`config.mk`:
```
export PLATFORM = sky130hd
export DESIGN_NAME = gf180mcu_ocd_io__bi_bank
export DESIGN_NICKNAME = d
export VERILOG_FILES = /design/src/rtl/gf180mcu_ocd_io__pkg.sv /design/src/rtl/gf180mcu_ocd_io__bi_sense.sv /design/src/rtl/gf180mcu_ocd_io__bi_bank.sv
export SDC_FILE = /design/constraint.sdc
export NUM_CORES = 1
export LEC_CHECK = 0
export CELL_PAD_IN_SITES_DETAIL_PLACEMENT = 1
export CELL_PAD_IN_SITES_GLOBAL_PLACEMENT = 2
export CORE_AREA = 10 10 157 123
export CTS_CLUSTER_SIZE = 14
export DETAILED_ROUTE_END_ITERATION = 7
export DIE_AREA = 0 0 167 133
export PLACE_DENSITY = 0.81
export SETUP_SLACK_MARGIN = 0.3
export SYNTH_ARGS = -nofsm -noshare
export SYNTH_HDL_FRONTEND = slang
export SYNTH_SLANG_ARGS = --single-unit
```
`constraint.sdc`:
```
create_clock -name CLK -period 3.3 [get_ports CLK]
set_input_delay 0.495 -clock CLK [delete_from_list [all_inputs] [get_ports CLK]]
set_output_delay 0.495 -clock CLK [all_outputs]
set_load 0.1 [all_outputs]
```
`src/rtl/gf180mcu_ocd_io__pkg.sv`:
```
// -----------------------------------------------------------------------------
// gf180mcu_ocd_io__pkg
// Shared definitions for the GF180MCU OCD IO control/sense blocks:
//   - config word width and bit positions
//   - packed view of the per-channel config word
//   - IRQ_MODE encodings and the edge/level event helper
// Ports: none (package).
// -----------------------------------------------------------------------------
package gf180mcu_ocd_io__pkg;

   localparam int CFG_W = 11;

   localparam int CFG_OE      = 0;
   localparam int CFG_IE      = 1;
   localparam int CFG_PU      = 2;
   localparam int CFG_PD      = 3;
   localparam int CFG_PDRV0   = 4;
   localparam int CFG_PDRV1   = 5;
   localparam int CFG_SL      = 6;
   localparam int CFG_CS      = 7;
   localparam int CFG_IRQ_EN  = 8;
   localparam int CFG_MODE_LO = 9;
   localparam int CFG_MODE_HI = 10;

   typedef enum logic [1:0] {
      IRQ_RISE  = 2'b00,
      IRQ_FALL  = 2'b01,
      IRQ_BOTH  = 2'b10,
      IRQ_LEVEL = 2'b11
   } irq_mode_t;

   // Field order mirrors the bit positions above (MSB first).
   typedef struct packed {
      irq_mode_t irq_mode;
      logic      irq_en;
      logic      cs;
      logic      sl;
      logic      pdrv1;
      logic      pdrv0;
      logic      pd;
      logic      pu;
      logic      ie;
      logic      oe;
   } cfg_t;

   // Pending-set event from the filtered value and its one-cycle delayed copy.
   function automatic logic irq_event(input irq_mode_t mode, input logic f, input logic f_d);
      logic ev;
      case (mode)
         IRQ_RISE:  ev = f & ~f_d;
         IRQ_FALL:  ev = ~f & f_d;
         IRQ_BOTH:  ev = f ^ f_d;
         default:   ev = f;
      endcase
      return ev;
   endfunction

endpackage

```
`src/rtl/gf180mcu_ocd_io__bi_sense.sv`:
```
// -----------------------------------------------------------------------------
// gf180mcu_ocd_io__bi_sense
// One channel of the pad input path: synchroniser chain, optional debounce
// filter, edge/level detection and the pending interrupt flop.
// Build option: GF180MCU_OCD_IO_BI_BANK_DEBOUNCE_EN builds the debounce
// counter; without it the filtered value follows the synchroniser output
// every cycle.
// Ports:
//   clk, rst_n     bank clock, asynchronous active-low reset
//   pad_y          raw asynchronous pad input
//   irq_en         pending-set enable
//   irq_mode       event selection (rise / fall / both / level)
//   irq_clr        write-1-to-clear for the pending bit
//   din            filtered input value
//   irq_pend       pending interrupt bit
// -----------------------------------------------------------------------------
module gf180mcu_ocd_io__bi_sense
   import gf180mcu_ocd_io__pkg::*;
#(
   parameter int SYNC_STAGES = 2
`ifdef GF180MCU_OCD_IO_BI_BANK_DEBOUNCE_EN
   ,
   parameter int DB_CNT      = 4
`endif
) (
   input  logic      clk,
   input  logic      rst_n,
   input  logic      pad_y,
   input  logic      irq_en,
   input  irq_mode_t irq_mode,
   input  logic      irq_clr,
   output logic      din,
   output logic      irq_pend
);

   logic [SYNC_STAGES-1:0] sync_q;
   logic                   s;
   logic                   f_q;
   logic                   f_d_q;
   logic                   pend_q;
   logic                   set_ev;

   // Stage: synchroniser chain
   always_ff @(posedge clk or negedge rst_n) begin
      if (!rst_n) begin
         sync_q <= '0;
      end else begin
         sync_q <= {sync_q[SYNC_STAGES-2:0], pad_y};
      end
   end

   assign s = sync_q[SYNC_STAGES-1];

   // Stage: filter
`ifdef GF180MCU_OCD_IO_BI_BANK_DEBOUNCE_EN
   localparam logic [7:0] CNT_LAST = 8'(DB_CNT - 1);

   logic [7:0] cnt_q;

   // f only takes s once s has disagreed with f for DB_CNT consecutive
   // cycles; any agreement restarts the count.
   always_ff @(posedge clk or negedge rst_n) begin
      if (!rst_n) begin
         f_q   <= 1'b0;
         cnt_q <= '0;
      end else if (s != f_q) begin
         if (cnt_q == CNT_LAST) begin
            f_q   <= s;
            cnt_q <= '0;
         end else begin
            cnt_q <= cnt_q + 8'd1;
         end
      end else begin
         cnt_q <= '0;
      end
   end
`else
   always_ff @(posedge clk or negedge rst_n) begin
      if (!rst_n) begin
         f_q <= 1'b0;
      end else begin
         f_q <= s;
      end
   end
`endif

   // Stage: edge detect and pending
   // Events come only from f/f_d, so rewriting irq_mode cannot fake an edge.
   assign set_ev = irq_en & irq_event(irq_mode, f_q, f_d_q);

   always_ff @(posedge clk or negedge rst_n) begin
      if (!rst_n) begin
         f_d_q  <= 1'b0;
         pend_q <= 1'b0;
      end else begin
         f_d_q  <= f_q;
         // A new event in the same cycle as a clear keeps the bit set.
         pend_q <= set_ev | (pend_q & ~irq_clr);
      end
   end

   assign din      = f_q;
   assign irq_pend = pend_q;

endmodule

```
`src/rtl/gf180mcu_ocd_io__bi_bank.sv`:
```
// -----------------------------------------------------------------------------
// gf180mcu_ocd_io__bi_bank
// Control and sense bank for NCH bidirectional GF180MCU OCD pad cells.
// Holds per-channel pad configuration and output data, drives the static pad
// control pins, and filters/edge-detects each pad Y input into a combined
// interrupt.
// Build option: GF180MCU_OCD_IO_BI_BANK_DEBOUNCE_EN enables the per-channel
// debounce counters (DB_CNT cycles); otherwise DB_CNT has no effect.
// Ports:
//   CLK, RESETN            bank clock, asynchronous active-low reset
//   CFG_WE/ADDR/WDATA      per-channel config write (ADDR >= NCH ignored)
//   DOUT_WE/DOUT_WDATA     output data write, all channels at once
//   IRQ_CLR                write-1-to-clear pending bits
//   PAD_Y                  pad cell Y outputs (asynchronous)
//   PAD_A .. PAD_CS        pad cell control pins
//   DIN                    filtered input values
//   IRQ_PEND, IRQ          pending bits and their OR
// -----------------------------------------------------------------------------
module gf180mcu_ocd_io__bi_bank
   import gf180mcu_ocd_io__pkg::*;
#(
   parameter int NCH         = 8,
   parameter int SYNC_STAGES = 2,
   parameter int DB_CNT      = 4
) (
   input  logic             CLK,
   input  logic             RESETN,
   input  logic             CFG_WE,
   input  logic [4:0]       CFG_ADDR,
   input  logic [CFG_W-1:0] CFG_WDATA,
   input  logic             DOUT_WE,
   input  logic [NCH-1:0]   DOUT_WDATA,
   input  logic [NCH-1:0]   IRQ_CLR,
   input  logic [NCH-1:0]   PAD_Y,
   output logic [NCH-1:0]   PAD_A,
   output logic [NCH-1:0]   PAD_OE,
   output logic [NCH-1:0]   PAD_IE,
   output logic [NCH-1:0]   PAD_PU,
   output logic [NCH-1:0]   PAD_PD,
   output logic [NCH-1:0]   PAD_PDRV0,
   output logic [NCH-1:0]   PAD_PDRV1,
   output logic [NCH-1:0]   PAD_SL,
   output logic [NCH-1:0]   PAD_CS,
   output logic [NCH-1:0]   DIN,
   output logic [NCH-1:0]   IRQ_PEND,
   output logic             IRQ
);

   // Reject out-of-range parameterisations at elaboration.
   if (NCH < 1 || NCH > 32 || SYNC_STAGES < 2 || DB_CNT < 1 || DB_CNT > 255) begin : g_param_err
      $error("gf180mcu_ocd_io__bi_bank: parameter out of range");
   end

   cfg_t           cfg_q [NCH];
   logic [NCH-1:0] a_q;

   // Stage: config and data registers
   always_ff @(posedge CLK or negedge RESETN) begin
      if (!RESETN) begin
         for (int i = 0; i < NCH; i++) begin
            cfg_q[i] <= '0;
         end
      end else if (CFG_WE) begin
         // Addresses at or above NCH match no channel and are dropped.
         for (int i = 0; i < NCH; i++) begin
            if (CFG_ADDR == 5'(i)) begin
               cfg_q[i] <= cfg_t'(CFG_WDATA);
            end
         end
      end
   end

   always_ff @(posedge CLK or negedge RESETN) begin
      if (!RESETN) begin
         a_q <= '0;
      end else if (DOUT_WE) begin
         a_q <= DOUT_WDATA;
      end
   end

   // Stage: pad control pins
   // A driving pad or a contradictory PU+PD request disables both pulls.
   always_comb begin
      PAD_OE    = '0;
      PAD_IE    = '0;
      PAD_PU    = '0;
      PAD_PD    = '0;
      PAD_PDRV0 = '0;
      PAD_PDRV1 = '0;
      PAD_SL    = '0;
      PAD_CS    = '0;
      for (int i = 0; i < NCH; i++) begin
         PAD_OE[i]    = cfg_q[i].oe;
         PAD_IE[i]    = cfg_q[i].ie;
         PAD_PU[i]    = cfg_q[i].pu & ~cfg_q[i].pd & ~cfg_q[i].oe;
         PAD_PD[i]    = cfg_q[i].pd & ~cfg_q[i].pu & ~cfg_q[i].oe;
         PAD_PDRV0[i] = cfg_q[i].pdrv0;
         PAD_PDRV1[i] = cfg_q[i].pdrv1;
         PAD_SL[i]    = cfg_q[i].sl;
         PAD_CS[i]    = cfg_q[i].cs;
      end
   end

   assign PAD_A = a_q;

   // Stage: per-channel input sensing
   for (genvar g = 0; g < NCH; g++) begin : g_ch
      gf180mcu_ocd_io__bi_sense #(
         .SYNC_STAGES (SYNC_STAGES)
`ifdef GF180MCU_OCD_IO_BI_BANK_DEBOUNCE_EN
         ,
         .DB_CNT      (DB_CNT)
`endif
      ) u_sense (
         .clk      (CLK),
         .rst_n    (RESETN),
         .pad_y    (PAD_Y[g]),
         .irq_en   (cfg_q[g].irq_en),
         .irq_mode (cfg_q[g].irq_mode),
         .irq_clr  (IRQ_CLR[g]),
         .din      (DIN[g]),
         .irq_pend (IRQ_PEND[g])
      );
   end

   assign IRQ = |IRQ_PEND;

endmodule

```
---- After elaboration in Yosys (flattened, before gate mapping) ----
Index checks and enable logic that the tools add are counted.
cells by class
  bitwise gates (word level) .............. 128
  reductions and logical operators ........ 18
  mux-type cells .......................... 8
  equal/unequal tests ..................... 23
operators by type and width
  cell                                                  number
  bitwise AND 1 bit                                     64
  inverter 1 bit                                        48
  one-hot mux 1 bit (3 select lines)                    8
  equality test 5 x 3 -> 1 bit (second input constant)  4
  equality test 2 x 1 -> 1 bit (second input constant)  8
  equality test 2 bit (second input constant)           8
  logical NOT 2 bit                                     8
  AND reduction 2 bit                                   8
  equality test 5 x 2 -> 1 bit (second input constant)  2
  bitwise OR 1 bit                                      8
  OR reduction 8 bit                                    1
  XOR 1 bit                                             8
  equality test 5 x 1 -> 1 bit (second input constant)  1
  logical NOT 5 bit                                     1
storage, ports and cells
  input port bits ......................... 44
  word-level logic and storage cells ...... 290
  bits in registers ....................... 136
  output and inout port bits .............. 89

---- Longest topological paths before layout ----
  word-level depth ........................ 5
  gate-level depth with buffers ........... 5
  mapped depth without buffers ............ 5

---- By module ----
Synthesis repeated with hierarchy kept, for this count alone.
second synthesis, totals
  cell total of the unflattened synthesis .. 385
  area, all modules ....................... 5700.5 sq um
modules (own cells, without submodules)
  module                     instances  area each (sq um)  sequential area each (sq um)  cells an instance
  gf180mcu_ocd_io__bi_bank   1          4129.0             2402.3                        281
  gf180mcu_ocd_io__bi_sense  8          196.4              125.1                         13

---- Worst setup path after synthesis ----
Ideal clock, no wire load.
  path type ............................... reg-to-output
  start ................................... reg cfg_q (netlist bit PAD_OE[3])
  end ..................................... out PAD_PD[3]
  slack ................................... 0.198 ns
  stages on the path, launching flop included .. 2
  data arrival time ....................... 2.607 ns
  path through ............................ dfrtp_1 nor3b_1
on the way
  cells in the longest elaborated chain, start to end .. 2
RTL lines
  element                            line                            source
  from (decl)                        gf180mcu_ocd_io__bi_bank.sv:54  cfg_t cfg_q [NCH];
  from (signal, indexed assignment)  gf180mcu_ocd_io__bi_bank.sv:67  cfg_q[i] <= cfg_t'(CFG_WDATA);
  inverter 1 bit                     gf180mcu_ocd_io__bi_bank.sv:96  PAD_PD[i] = cfg_q[i].pd & ~cfg_q[i].pu & ~cfg_q[i].oe;
  bitwise AND 1 bit                  gf180mcu_ocd_io__bi_bank.sv:96
  to (decl)                          gf180mcu_ocd_io__bi_bank.sv:39  output logic [NCH-1:0] PAD_PD,
No other way between the ends.

---- Final worst setup path ----
  start ................................... reg cfg_q (netlist bit PAD_OE[6])
  end ..................................... out PAD_OE[6]
RTL lines
  element    line                            source
  to (decl)  gf180mcu_ocd_io__bi_bank.sv:36  output logic [NCH-1:0] PAD_OE,
No word-level cell between the ends.

==> impl_metrics.csv <==
group,metric,value,unit
cells_and_area,largestRegisters,"cfg_q: 40 flops, g_ch.u_sense.sync_q: 16 flops",
pwr,p_per_area,869,nW/um^2
global_route,antenna_found_initial,0,
yosys,synthAdderAreaFrac,3.41,%
place,gp_congestion,0.695,
yosys,syn_inst,401,
cells_and_area,max_flop_register,"cfg_q",
critical_path,path_cells,"clkdlybuf4s50_1",
sta,rsz0062_at_grt,"false",
worst_hold_path,min_path_type,"in2async",
clocking,cts_setup_buffers,0,
critical_path,critPathCaptureType,"output port",
clocking,path_clk_slew,60,ps
routing,post-route-drc-count,0,
critical_path,criticalPathCategory,"reg2out",
floorplanning,ioPinCount,133,
cells_and_area,drive_gt1_share,36.4,%
sta,hold_viol_final,0,
sta,worst_pin_slew,1050,ps
yosys,synth_area,5870,um^2
clocking,clk-insertion-delay-late,410,ps
yosys,synth_area_per_cell,14.6,um^2
clocking,cts_tree,"yes",
routing,drt_iter0_drc,106,
sta,setup_viol_count_final,0,
critical_path,slowest_stage,"clkdlybuf4s50_1",
critical_path,cp_num_buf_inv,1,
clocking,cts_buffers,17,
place,dpl_worst_slack,838,ps
critical_path,required,2800,ps
floorplanning,start_util,35.9,%
routing,vias,3283,
sta,fin_crit_sh,75.0,%
cells_and_area,syn2layout_area_growth,27.8,%
yosys,ys_ff_latch,136,
global_route,grtUsageMet1,14.2,%
critical_path,slowest_delay,1170,ps
critical_path,cp_max_fo,4,
pwr,p_leak,3.51,nW
global_route,grtUsageTotal,12.8,%
yosys,synth-seq-area-share,57.9,%
cells_and_area,n_fill_cell,1609,
place,port_buffers,132,
critical_path,start_kind,"flip-flop",
pwr,vdd_drop_max,0.000549,V
yosys,synth_top_family_by_area,"multiplexers",
yosys,synth-compound-area-share,1.19,%
critical_path,critPathArrivalTime,1980,ps
routing,final_antenna_net_count,0,
yosys,muxShareOfSynthArea,22.1,%
clocking,ctsResizeCount,0,
sta,slew_violations,0,
global_route,grt_pass1_wl,21900,um
sta,max_freq,404,MHz
routing,post_drt_wl_per_cell,19.7,um
cells_and_area,nets,540,
status,status,"finished clean",
global_route,grt_use_met2,21.4,%
floorplanning,die_h,133,um
cells_and_area,largest_register_ff_count,40,
routing,drt-pass1-iter-count,4,
routing,routed_wl,13900,um
job,cap_viol_max_count,0,
yosys,synthSimpleGateAreaFrac,3.90,%
yosys,yosysWarnings,0,
global_route,grt_pass1_vias,3742,
global_route,globalRoute.busiestLayer,"met2",
clocking,htreeDepth,4,
clocking,cts_root_buffer,"clkbuf_16",
global_route,overflow,0,
place,dp_hpwl,10200,um
floorplanning,die_w,167,um
cells_and_area,diodes,0,
critical_path,cp_top_family,"buffers and inverters",
clocking,cts_hold_buf,0,
yosys,synth_nets,461,
floorplanning,rows,41,
sta,maxSlewHeadroom,29.8,%
clocking,clockBufferDepth,2,
global_route,grt_max_degree,72,
sta,final.setup.worst_slack,825,ps
sta,fin_tns_setup,0,ps
yosys,ys_types,21,
floorplanning,core,16400,um^2
yosys,synth_xor_area_share,0,%
routing,vias_per_cell,4.64,
sta,fin_skew,5.29,ps
floorplanning,dieArea,22200,um^2
clocking,clock-sinks,136,
sta,finalCriticalPeriod,2470,ps
global_route,grt.met3_usage,5.27,%
==> layout make-up <==
class	instances	area (um^2)	share of cell area, %
flip-flops and latches	136	3400	45.3
multi-input cells	160	1820	24.2
repair buffers	133	1240	16.6
clock buffers	19	453	6.03
well taps	215	269	3.58
clock inverters	12	198	2.63
inverters	32	120	1.60
==> metal layers <==
metal | up-vias | share of wire [%]
met5 | - | 0
met4 | 0 | 1.3
met3 | 13 | 6.6
met2 | 77 | 52
met1 | 1734 | 41
li1 | 1459 | -
==> where the power goes <==
group	total, mW	switching (mW)	internal (mW)	leakage, nW
combinational	2.33	1.73	0.595	1.50
clock	2.09	0.710	1.38	0.315
sequential	2.11	0.181	1.93	1.70
==> per-stage QoR <==
| step | util [%] | std cells | hold WS (ps) | power (mW) | area [um^2] |
|---|---|---|---|---|---|
| after floorplan | - | 401 | 199 | 4.09 | 5890 |
| after global placement | 41.9 | 676 | 331 | 4.46 | 6860 |
| after detailed placement | 41.9 | 676 | 336 | 4.50 | 6860 |
| after CTS | 45.9 | 707 | 101 | 6.61 | 7510 |
| after global routing | 45.9 | 707 | 129 | 6.78 | 7510 |
| final | 45.9 | 707 | 75.8 | 6.52 | 7510 |
==> synth_stat cells <==
cell type  number  area share, %
nor2_1          1          0.064
inv_1          32            2.0
nor4_1          2           0.21
a22o_1          8            1.2
buf_4          65            8.3
mux2_2         83             16
ha_1           16            3.4
nor3b_1        16            2.0
buf_2           3           0.26
nand2_1         7           0.45
and3_4          1           0.19
dfrtp_1       136             58
mux2_4         10            2.6
buf_6           4           0.77
mux2_1          3           0.58
nor4b_4         1           0.40
mux4_2          8            3.1
and4bb_1        1           0.21
nor2b_1         2           0.21
clkbuf_1        1          0.064
and3_1          1           0.11
==> worst paths after layout <==
kind / to / slack [ps] / cells past startpoint / startpoint
setup / recovery: PAD_OE[6] / 830 / 1 / PAD_OE[6]
hold / removal: cfg_q[2] / 80 / 1 / RESETN
setup reg to reg: g_ch[2].u_sense.irq_pend / 1790 / 4 / g_ch[2].u_sense.din
hold reg to reg: g_ch[4].u_sense.sync_q[1] / 350 / 0 / g_ch[4].u_sense.sync_q[0]
max in group asynchronous: PAD_CS[6] / 2380 / 2 / RESETN
min in group CLK: g_ch[4].u_sense.sync_q[1] / 350 / 0 / g_ch[4].u_sense.sync_q[0]
==> cells by family after synthesis <==
logic type,count (synthesis)
buffers and inverters,105
flip-flops,136
AO/OA/AOI/OAI,8
adder cells (fa/ha/maj),16
AND/OR/NAND/NOR,32
multiplexers,104
==> cell usage in the layout, fill, tap and decap left out, types with 2 or more instances in the layout <==
cell type	count
nor3b_1	12
dfrtp_1	136
clkdlybuf4s50_1	92
mux2_1	3
inv_1	32
mux2_4	10
nor3b_2	4
clkbuf_8	2
bufinv_16	5
mux4_2	8
nor2b_1	2
nand2_1	7
clkinvlp_4	2
a22o_1	8
clkinv_2	3
nor4_1	2
ha_1	16
mux2_2	83
buf_4	39
clkbuf_16	17
(Power assumes the default switching activity.)
